**src/rtl/vliw_ctrl_decoder_pkg.sv**
```systemverilog
// Shared opcode constants, slot-control widths and FSM state type for the VLIW issue-stage decoder.
package ctrl_pkg;

    localparam int ALU_OP_W    = 4;
    localparam int SLOT_CTRL_W = 5;

    localparam logic [4:0] OPC_NOP     = 5'h00;
    localparam logic [4:0] OPC_ALU_MAX = 5'h0B;
    localparam logic [4:0] OPC_IMM_MIN = 5'h08;
    localparam logic [4:0] OPC_MNOP    = 5'h0C;
    localparam logic [4:0] OPC_MUL     = 5'h0D;
    localparam logic [4:0] OPC_MULI    = 5'h0E;
    localparam logic [4:0] OPC_ST      = 5'h10;
    localparam logic [4:0] OPC_LD      = 5'h11;

    typedef enum logic {
        RUN      = 1'b0,
        MUL_WAIT = 1'b1
    } ctrl_state_e;

endpackage

```
**src/rtl/vliw_ctrl_decoder_if.sv**
```systemverilog
// Issue-side bundle handshake, execute-side control handshake and error-record signals of the decoder.
interface vliw_ctrl_decoder_if #(
    parameter int NUM_ALU = 2,
    parameter int OPC_W   = 5
);
    localparam int CTRL_W = 5 * NUM_ALU + 4;

    logic                     in_valid;
    logic                     in_ready;
    logic [NUM_ALU*OPC_W-1:0] alu_opc;
    logic [OPC_W-1:0]         m_opc;
    logic [OPC_W-1:0]         ls_opc;
    logic                     out_valid;
    logic                     out_ready;
    logic [CTRL_W-1:0]        control;
    logic                     busy;
    logic                     err;
    logic [NUM_ALU+1:0]       err_slot;
    logic                     err_clr;

    modport slave (
        input  in_valid, alu_opc, m_opc, ls_opc, out_ready, err_clr,
        output in_ready, out_valid, control, busy, err, err_slot
    );

    modport master (
        output in_valid, alu_opc, m_opc, ls_opc, out_ready, err_clr,
        input  in_ready, out_valid, control, busy, err, err_slot
    );

endinterface

```
**src/rtl/vliw_ctrl_decoder_alu_slot_dec.sv**
```systemverilog
// Combinational decode of one ALU slot opcode into {imm_sel, alu_op} plus an illegal flag.
module alu_slot_dec
    import ctrl_pkg::*;
#(
    parameter int OPC_W = 5
) (
    input  logic [OPC_W-1:0]    opc_i,
    output logic                imm_sel_o,
    output logic [ALU_OP_W-1:0] alu_op_o,
    output logic                illegal_o
);

    always_comb begin
        imm_sel_o = 1'b0;
        alu_op_o  = '0;
        illegal_o = 1'b0;
        if (opc_i != OPC_W'(OPC_NOP) && opc_i <= OPC_W'(OPC_ALU_MAX)) begin
            alu_op_o  = opc_i[ALU_OP_W-1:0];
            imm_sel_o = (opc_i >= OPC_W'(OPC_IMM_MIN));
        end else if (opc_i != OPC_W'(OPC_NOP)) begin
            illegal_o = 1'b1;
        end
    end

endmodule

```
**src/rtl/vliw_ctrl_decoder.sv**
```systemverilog
// VLIW issue-stage control decoder: registered control word, sticky error record, optional multiply stall.
// Macro CTRL_MUL_STALL_EN enables the multiply stall FSM; when undefined multiplies are single-cycle.
//   state    | meaning
//   RUN      | issue open whenever the output register can take a word
//   MUL_WAIT | multiply outstanding, issue blocked until stall_cnt expires
module vliw_ctrl_decoder
    import ctrl_pkg::*;
#(
    parameter int NUM_ALU = 2,
    parameter int OPC_W   = 5,
    parameter int MUL_LAT = 3,
    parameter int CTRL_W  = 5 * NUM_ALU + 4
) (
    input logic                 clk,
    input logic                 rst_n,
    vliw_ctrl_decoder_if.slave  bus
);

    if (NUM_ALU < 1 || NUM_ALU > 8 || MUL_LAT < 1 || MUL_LAT > 15 ||
        CTRL_W != SLOT_CTRL_W * NUM_ALU + 4) begin : g_param_chk
        $error("vliw_ctrl_decoder: parameter out of range");
    end

    logic [NUM_ALU-1:0]  alu_imm;
    logic [NUM_ALU-1:0]  alu_ill;
    logic [ALU_OP_W-1:0] alu_op [NUM_ALU];

    for (genvar i = 0; i < NUM_ALU; i++) begin : g_alu
        alu_slot_dec #(.OPC_W(OPC_W)) u_dec (
            .opc_i     (bus.alu_opc[(NUM_ALU-i)*OPC_W-1 -: OPC_W]),
            .imm_sel_o (alu_imm[i]),
            .alu_op_o  (alu_op[i]),
            .illegal_o (alu_ill[i])
        );
    end

    logic m_en, m_imm_sel, m_ill;
    logic ld_en, st_en, ls_ill;

    always_comb begin
        m_en      = 1'b0;
        m_imm_sel = 1'b0;
        m_ill     = 1'b0;
        case (bus.m_opc)
            OPC_W'(OPC_NOP), OPC_W'(OPC_MNOP): begin
            end
            OPC_W'(OPC_MUL): m_en = 1'b1;
            OPC_W'(OPC_MULI): begin
                m_en      = 1'b1;
                m_imm_sel = 1'b1;
            end
            default: m_ill = 1'b1;
        endcase
    end

    always_comb begin
        ld_en  = 1'b0;
        st_en  = 1'b0;
        ls_ill = 1'b0;
        case (bus.ls_opc)
            OPC_W'(OPC_NOP): begin
            end
            OPC_W'(OPC_ST): st_en = 1'b1;
            OPC_W'(OPC_LD): ld_en = 1'b1;
            default:        ls_ill = 1'b1;
        endcase
    end

    logic [CTRL_W-1:0]  ctrl_word;
    logic [NUM_ALU+1:0] err_mask;
    logic               any_ill;

    // Slot 0 occupies the most significant position in both the control word and the error mask.
    always_comb begin
        ctrl_word = '0;
        err_mask  = '0;
        for (int i = 0; i < NUM_ALU; i++) begin
            ctrl_word[CTRL_W-1-SLOT_CTRL_W*i -: SLOT_CTRL_W] = {alu_imm[i], alu_op[i]};
            err_mask[NUM_ALU+1-i] = alu_ill[i];
        end
        ctrl_word[3:0] = {m_imm_sel, m_en, ld_en, st_en};
        err_mask[1]    = m_ill;
        err_mask[0]    = ls_ill;
    end

    assign any_ill = |err_mask;

    logic               out_valid_q, out_valid_d;
    logic [CTRL_W-1:0]  control_q, control_d;
    logic               err_q, err_d;
    logic [NUM_ALU+1:0] err_slot_q, err_slot_d;
    logic               in_ready;
    logic               busy;
    logic               accept;

    assign accept = bus.in_valid && in_ready;

`ifdef CTRL_MUL_STALL_EN
    ctrl_state_e state_q, state_d;
    logic [3:0]  stall_cnt_q, stall_cnt_d;

    always_comb begin
        in_ready = 1'b0;
        busy     = 1'b0;
        if (state_q == MUL_WAIT) begin
            busy = 1'b1;
        end else begin
            in_ready = rst_n && (!out_valid_q || bus.out_ready);
        end
    end

    always_comb begin
        state_d     = state_q;
        stall_cnt_d = stall_cnt_q;
        case (state_q)
            RUN: begin
                if (accept && !any_ill && m_en && MUL_LAT > 1) begin
                    state_d     = MUL_WAIT;
                    stall_cnt_d = 4'(MUL_LAT - 1);
                end
            end
            MUL_WAIT: begin
                stall_cnt_d = stall_cnt_q - 4'd1;
                if (stall_cnt_q == 4'd1) begin
                    state_d = RUN;
                end
            end
            default: state_d = RUN;
        endcase
    end

    always_ff @(posedge clk) begin
        if (!rst_n) begin
            state_q     <= RUN;
            stall_cnt_q <= '0;
        end else begin
            state_q     <= state_d;
            stall_cnt_q <= stall_cnt_d;
        end
    end
`else
    assign busy     = 1'b0;
    assign in_ready = rst_n && (!out_valid_q || bus.out_ready);
`endif

    always_comb begin
        out_valid_d = out_valid_q;
        control_d   = control_q;
        if (accept) begin
            out_valid_d = 1'b1;
            control_d   = any_ill ? '0 : ctrl_word;
        end else if (bus.out_ready) begin
            out_valid_d = 1'b0;
        end

        // A clear in the same cycle as a new fault lets the new fault's mask through.
        err_d      = err_q;
        err_slot_d = err_slot_q;
        if (bus.err_clr) begin
            err_d      = 1'b0;
            err_slot_d = '0;
        end
        if (accept && any_ill && !err_d) begin
            err_d      = 1'b1;
            err_slot_d = err_mask;
        end
    end

    always_ff @(posedge clk) begin
        if (!rst_n) begin
            out_valid_q <= 1'b0;
            control_q   <= '0;
            err_q       <= 1'b0;
            err_slot_q  <= '0;
        end else begin
            out_valid_q <= out_valid_d;
            control_q   <= control_d;
            err_q       <= err_d;
            err_slot_q  <= err_slot_d;
        end
    end

    assign bus.in_ready  = in_ready;
    assign bus.busy      = busy;
    assign bus.out_valid = out_valid_q;
    assign bus.control   = control_q;
    assign bus.err       = err_q;
    assign bus.err_slot  = err_slot_q;

endmodule

```
**src/flat_wrapper.sv**
```systemverilog
// flat-port wrapper written by rule: the top's interface ports become plain ports
module vliw_ctrl_decoder_flat import ctrl_pkg::*;
#(
    parameter int NUM_ALU = 2,
    parameter int OPC_W   = 5,
    parameter int MUL_LAT = 3,
    parameter int CTRL_W  = 5 * NUM_ALU + 4
)
  (clk, rst_n, bus_in_valid, bus_alu_opc, bus_m_opc, bus_ls_opc, bus_out_ready, bus_err_clr, bus_in_ready, bus_out_valid, bus_control, bus_busy, bus_err, bus_err_slot);
  vliw_ctrl_decoder_if #(.NUM_ALU(NUM_ALU), .OPC_W(OPC_W)) bus_i ();
  input logic clk;
  input logic rst_n;
  input wire logic [$bits(bus_i.in_valid)-1:0] bus_in_valid;
  input wire logic [$bits(bus_i.alu_opc)-1:0] bus_alu_opc;
  input wire logic [$bits(bus_i.m_opc)-1:0] bus_m_opc;
  input wire logic [$bits(bus_i.ls_opc)-1:0] bus_ls_opc;
  input wire logic [$bits(bus_i.out_ready)-1:0] bus_out_ready;
  input wire logic [$bits(bus_i.err_clr)-1:0] bus_err_clr;
  output wire logic [$bits(bus_i.in_ready)-1:0] bus_in_ready;
  output wire logic [$bits(bus_i.out_valid)-1:0] bus_out_valid;
  output wire logic [$bits(bus_i.control)-1:0] bus_control;
  output wire logic [$bits(bus_i.busy)-1:0] bus_busy;
  output wire logic [$bits(bus_i.err)-1:0] bus_err;
  output wire logic [$bits(bus_i.err_slot)-1:0] bus_err_slot;
  assign bus_i.in_valid = bus_in_valid;
  assign bus_i.alu_opc = bus_alu_opc;
  assign bus_i.m_opc = bus_m_opc;
  assign bus_i.ls_opc = bus_ls_opc;
  assign bus_i.out_ready = bus_out_ready;
  assign bus_i.err_clr = bus_err_clr;
  assign bus_in_ready = bus_i.in_ready;
  assign bus_out_valid = bus_i.out_valid;
  assign bus_control = bus_i.control;
  assign bus_busy = bus_i.busy;
  assign bus_err = bus_i.err;
  assign bus_err_slot = bus_i.err_slot;
  vliw_ctrl_decoder #(.NUM_ALU(NUM_ALU), .OPC_W(OPC_W), .MUL_LAT(MUL_LAT), .CTRL_W(CTRL_W)) u_core (.clk(clk), .rst_n(rst_n), .bus(bus_i));
endmodule
```
**config.mk**
```make
export PLATFORM = sky130hd
export DESIGN_NAME = vliw_ctrl_decoder_flat
export DESIGN_NICKNAME = d
export VERILOG_FILES = /design/src/rtl/vliw_ctrl_decoder_pkg.sv /design/src/rtl/vliw_ctrl_decoder_if.sv /design/src/rtl/vliw_ctrl_decoder_alu_slot_dec.sv /design/src/rtl/vliw_ctrl_decoder.sv /design/src/flat_wrapper.sv
export SDC_FILE = /design/constraint.sdc
export NUM_CORES = 1
export LEC_CHECK = 0
export CORE_UTILIZATION = 33
export DETAILED_ROUTE_END_ITERATION = 8
export GPL_ROUTABILITY_DRIVEN = 0
export MAX_ROUTING_LAYER = met4
export PLACE_DENSITY_LB_ADDON = 0.2
export SETUP_SLACK_MARGIN = 0.2
export SLEW_MARGIN = 20
export SYNTH_ARGS = -nofsm -noshare
export SYNTH_HDL_FRONTEND = slang
export SYNTH_SLANG_ARGS = --single-unit
```
**constraint.sdc**
```tcl
create_clock -name clk -period 1.96 [get_ports clk]
set_input_delay 0.588 -clock clk [delete_from_list [all_inputs] [get_ports clk]]
set_output_delay 0.588 -clock clk [all_outputs]
set_load 0.005 [all_outputs]
```
* After elaboration in Yosys (flattened, before gate mapping) *
Cells that the tools add are included.

storage, ports and cells
  flip-flop bits (word level) = 20
  bits in latches = 0
  RAM bits = 0
  bits in read-only memories = 0
  output and inout port bits = 22
  word-level logic and storage cells = 53
  memories = 0

operators by class
  add/subtract/negate cells = 0
  multiply operators = 0
  div/mod/pow operators = 0
  order comparisons = 4
  eq/ne operators = 5
  shift-type cells = 0
  multiplexer cells = 21
  bitwise operators = 0
  reductions and logical operators = 19

operators by type and width
  kind                                                            count
  2-to-1 mux 1 bit                                                16
  2-to-1 mux 4 bit                                                4
  equality test 5 x 4 -> 1 bit, second input constant             3
  2-to-1 mux 14 bit                                               1
  equality test 5 bit, second input constant                      2
  >= comparator 5 x 4 -> 1 bit, second input constant             2
  less-or-equal comparator 5 x 4 -> 1 bit, second input constant  2
  logical NOT 5 bit                                               2
  nonzero test 5 bit                                              2
  OR reduction 4 bit                                              2
  logical AND 1 bit                                               6
  nonzero test 2 bit                                              2
  OR reduction 3 bit                                              1
  logical NOT 1 bit                                               2
  OR reduction 2 bit                                              1
  logical OR 1 bit                                                1

* Depth between registers and ports, before layout *
  depth after elaboration = 7
  depth in mapped cells = 5

* By module *
A second synthesis with hierarchy kept.

second synthesis, totals
  cell total of the unflattened synthesis = 99
  area total of the unflattened synthesis = 967.2 µm²

by module, submodules not included
  module             instances  cells an instance  area an instance (µm²)  seq. area each (µm²)
  vliw_ctrl_decoder  1          85                 872.1                   400.4
  alu_slot_dec       2          7                  47.5                    0.0

* Worst setup path after synthesis *
Ideal clock, no wire load.

  path type = input to register
  start = in bus_m_opc[1]
  end = reg u_core.control_q[0] (netlist: u_core.bus.control[0])
  setup time = 0.070 ns
  arrival time = 1.927 ns
  setup slack = -0.037 ns
  stages on the path = 4
  buffers on the path = 0
  cells stage by stage = or4_4 -> a31o_1 -> or4_1 -> a21oi_1

on the way
  longest elaborated chain between the ends = 5
  elaborated cells between the ends (all ways) = 8

ends and longest elaborated chain
  what                                                                      RTL line                  text
  start, declared                                                           flat_wrapper.sv:15        input wire logic [$bits(bus_i.m_opc)-1:0] bus_m_opc;
  equality test 5 x 4 -> 1 bit / logical NOT 5 bit (equally long branches)  vliw_ctrl_decoder.sv:44   case (bus.m_opc)
  OR reduction 4 bit (no line) (*)                                          --
  2-to-1 mux 1 bit (*)                                                      vliw_ctrl_decoder.sv:44
  OR reduction 4 bit (*)                                                    vliw_ctrl_decoder.sv:86   assign any_ill = |err_mask;
  2-to-1 mux 14 bit (*)                                                     vliw_ctrl_decoder.sv:151  control_d = any_ill ? '0 : ctrl_word;
  end signal, assigned                                                      vliw_ctrl_decoder.sv:177  control_q <= control_d;
  end, declared                                                             vliw_ctrl_decoder.sv:89   logic [CTRL_W-1:0] control_q, control_d;

Every way passes the cells marked *; elsewhere a longest branch is shown, timed or not.
A chain may end at the register's enable or synchronous reset.

* Final worst setup path *
  start = in bus_m_opc[0]
  end = reg u_core.control_q[13] (netlist: u_core.bus.control[13])

Same word-level chain as after synthesis.

==> impl_results.md <==
- Share of the synthesized area in the top cell type: 0.4900
- Largest family of logic cells by synthesized area: compound AO/OA/AOI/OAI gates
- Pleak: 0.8811 nW
- Tot Pwr: 0.7737 mW
- Crit start category: input pin
- DRT iter0 DRCs: 15
- Clock Path Buffers: 2
- Fin crit period: 1.763 ns
- Worst setup path class: in -> reg
- Inserted Diodes: 0
- Post-synthesis mux area share: 0
- First-pass GRT wire length: 4.084 mm
- Routed WL per cell: 13.58 um
- Seq cells post-synth: 20
- Port-buffer cells: 45
- Reg2Reg Depth: 6
- Final non-filler cell total: 191
- Share of cells above drive strength 1: 0.3988
- Distinct cells, synth: 30
- R2R Path End: u_core.bus.control[2]$_SDFFE_PN0P_
- Post-Place Setup Slack: -0.4728 ns
- Cts bufs inserted: 3
- Placed cells: 181
- Final Max Slew Viols: 0
- Syn Area/Cell: 9.078 um^2
- Grt total ovfl: 0
- Synth Area in Adders: 0
- Layout area overhead: 99.85%
- Core area: 2276 um^2
- Vias in the first global route: 945
- Final worst slack: 0.1973 ns
- Status: finished, final reports clean
- DRC Markers: 0
- Setup crit end: u_core.bus.control[13]$_SDFFE_PN0P_
- CTS tree: built
- Clk Latency, worst-skew pair: 0.30 ns
- Crit path DAT: 2.00 ns
- Hold Buf Count CTS: 0
- Synth top area cells: dfxtp_1, a22o_1, nand2_1
- Post-Route WL: 2.594 mm
- Synth area leader: dfxtp_1
- Root Driver: clkbuf_4
- Sequential area share after synthesis: 0.4900
- Synth Area in Simple Gates: 0.2328
- WP data required: 2.20 ns
- Drt pass-1 iters: 4
- DIE AREA: 2679 um^2
- Routed Antenna Nets: 0
- Fin nets: 190
- Ys Warns: 0
- Top cells by count, synth: dfxtp_1, nand2_1, a21oi_1
- Setup Skew: 0.004952 ns
- Total number of vias: 983
- H-tree depth: 1
- Via count normalized by instance count: 5.147
- Initial antenna violation count: 0
- Pwr Density: 473.8 nW/um^2
- Post-synth EDFFs: 0
- Die Span X: 51.76 um
- Async set or reset register ratio after synthesis: 0
- Max-cap violations: 0
- Synthesized area: 817.0 um^2
- Initial Util: 0.3590
- Fmax: 0.5673 GHz
- Worst hold path type: reg -> reg
- # rows: 17
- Worst r2r src: u_core.bus.out_valid$_SDFFE_PN0P_
- Top_reg_cell synth: dfxtp_1
- Worst-path clk slew: 0.10 ns
- Worst vdd ir: 0.4511 mV
- I/O pins: 47
- Fin util: 0.7174
- Final Hold Fails: 0
- Crit share post-route: 0.8993
- Post-synthesis xor/xnor area fraction: 0
- Total track usage: 0.2186
- Die Y-Extent: 51.76 um
- Final setup violation count: 0
- Syn Nets: 115
- Critical path launch point: bus_m_opc[0]
- Post-DP HPWL: 1.978 mm
- R2R Setup Slk: 0.51 ns
- CP max FO: 8
- Clk sinks: 20
- Top-count cell post-synth: dfxtp_1
- Critical Path Sink Type: register
- Post-Synthesis Cells: 90
- Largest net degree at the start of global routing: 12
- RSZ-0062 raised after global routing: true
- Compound-Gate Fraction of Synth Area: 0.2496
-- worst min-delay path by stage --
stage                                                   from  slack (ns)                                 end  cells after the start
after floorplan           u_core.bus.control[1]$_SDFFE_PN0P_        0.44  u_core.bus.control[1]$_SDFFE_PN0P_                      2
after global placement    u_core.bus.control[1]$_SDFFE_PN0P_        0.44  u_core.bus.control[1]$_SDFFE_PN0P_                      2
after detailed placement  u_core.bus.control[7]$_SDFFE_PN0P_        0.44  u_core.bus.control[7]$_SDFFE_PN0P_                      2
after CTS                 u_core.bus.control[7]$_SDFFE_PN0P_        0.46  u_core.bus.control[7]$_SDFFE_PN0P_                      2
after global routing      u_core.bus.control[1]$_SDFFE_PN0P_        0.47  u_core.bus.control[1]$_SDFFE_PN0P_                      2
final                     u_core.bus.control[7]$_SDFFE_PN0P_        0.45  u_core.bus.control[7]$_SDFFE_PN0P_                      2
-- what timing repair did --
| item | CTS | global route |
|---|---|---|
| setup endpoints to repair | 20 | 34 |
| buffers inserted | 4 | 3 |
| resized for setup | 38 | 37 |
| pin swaps | 12 | 14 |
-- cell usage in the layout, fill, tap and decap left out, types with 2 or more instances in the layout --
| master | Yosys | layout |
|---|---|---|
| nand3b_1 | 2 | 2 |
| o21ai_1 | 0 | 3 |
| dfxtp_1 | 20 | 4 |
| clkdlybuf4s50_1 | 0 | 16 |
| buf_6 | 0 | 4 |
| dlymetal6s2s_1 | 0 | 16 |
| nor3_4 | 0 | 2 |
| nand3_1 | 3 | 2 |
| nand4_1 | 2 | 2 |
| clkbuf_4 | 0 | 3 |
| a31oi_1 | 2 | 2 |
| a22o_1 | 6 | 6 |
| buf_4 | 1 | 25 |
| o22ai_1 | 4 | 4 |
| nor2_1 | 6 | 6 |
| dlygate4sd2_1 | 0 | 8 |
| dfxtp_2 | 0 | 16 |
| nand2_1 | 12 | 12 |
| a32o_1 | 2 | 2 |
| a21oi_1 | 7 | 4 |
| nand2b_1 | 2 | 2 |
| buf_2 | 0 | 2 |
| a21oi_2 | 0 | 2 |
-- final cells by class --
type | instances | area, um^2
clock buffers | 3 | 22.52
fillers | 173 | 643.1
inverters | 2 | 7.507
multi-input cells | 66 | 469.2
flip-flops and latches | 20 | 420.4
well taps | 28 | 35.03
repair buffers | 72 | 678.2
-- flip-flops by register name, summed over array words and instances, names as in the netlist --
| name | flops |
|---|---|
| u_core.bus.err | 1 |
| u_core.bus.err_slot | 4 |
| u_core.bus.control | 14 |
| u_core.bus.out_valid | 1 |
-- report_power, final --
group          switching [mW]  internal, mW
combinational          0.0693        0.0970
sequential            0.00452         0.416
clock                   0.115        0.0717
total                   0.189         0.585
-- worst max-delay path: stages --
cell,delay [ns]
buf_6,0.09
or4_4,0.54
a31o_4,0.25
buf_6,0.11
nor3_4,0.12
buf_6,0.15
a32o_1,0.15
-- through the flow --
step           hold WS (ns)  TNS, ns  instance area, um^2
3_3_place_gp         0.4351   -6.022                 1461
3_5_place_dp         0.4449   -7.032                 1461
5_1_grt              0.4719        0                 1633
4_1_cts              0.4592        0                 1538
6_report             0.4535        0                 1633
2_1_floorplan        0.4417        0                837.1
-- kinds of logic after synthesis --
group / count (synthesis)
flops: 20
other cells: 1
buf+inv: 4
compound gates: 29
simple gates: 36
-- routing by layer --
metal  wire length (um)  vias to the layer above  track usage
li1                   -                      487            -
met1               1093                      466       0.2370
met2               1337                       26       0.3701
met3                126                        4      0.06433
met4                 36                        0      0.09459
met5                  0                        -            -
No activity file was read; power rests on OpenSTA's default activity.
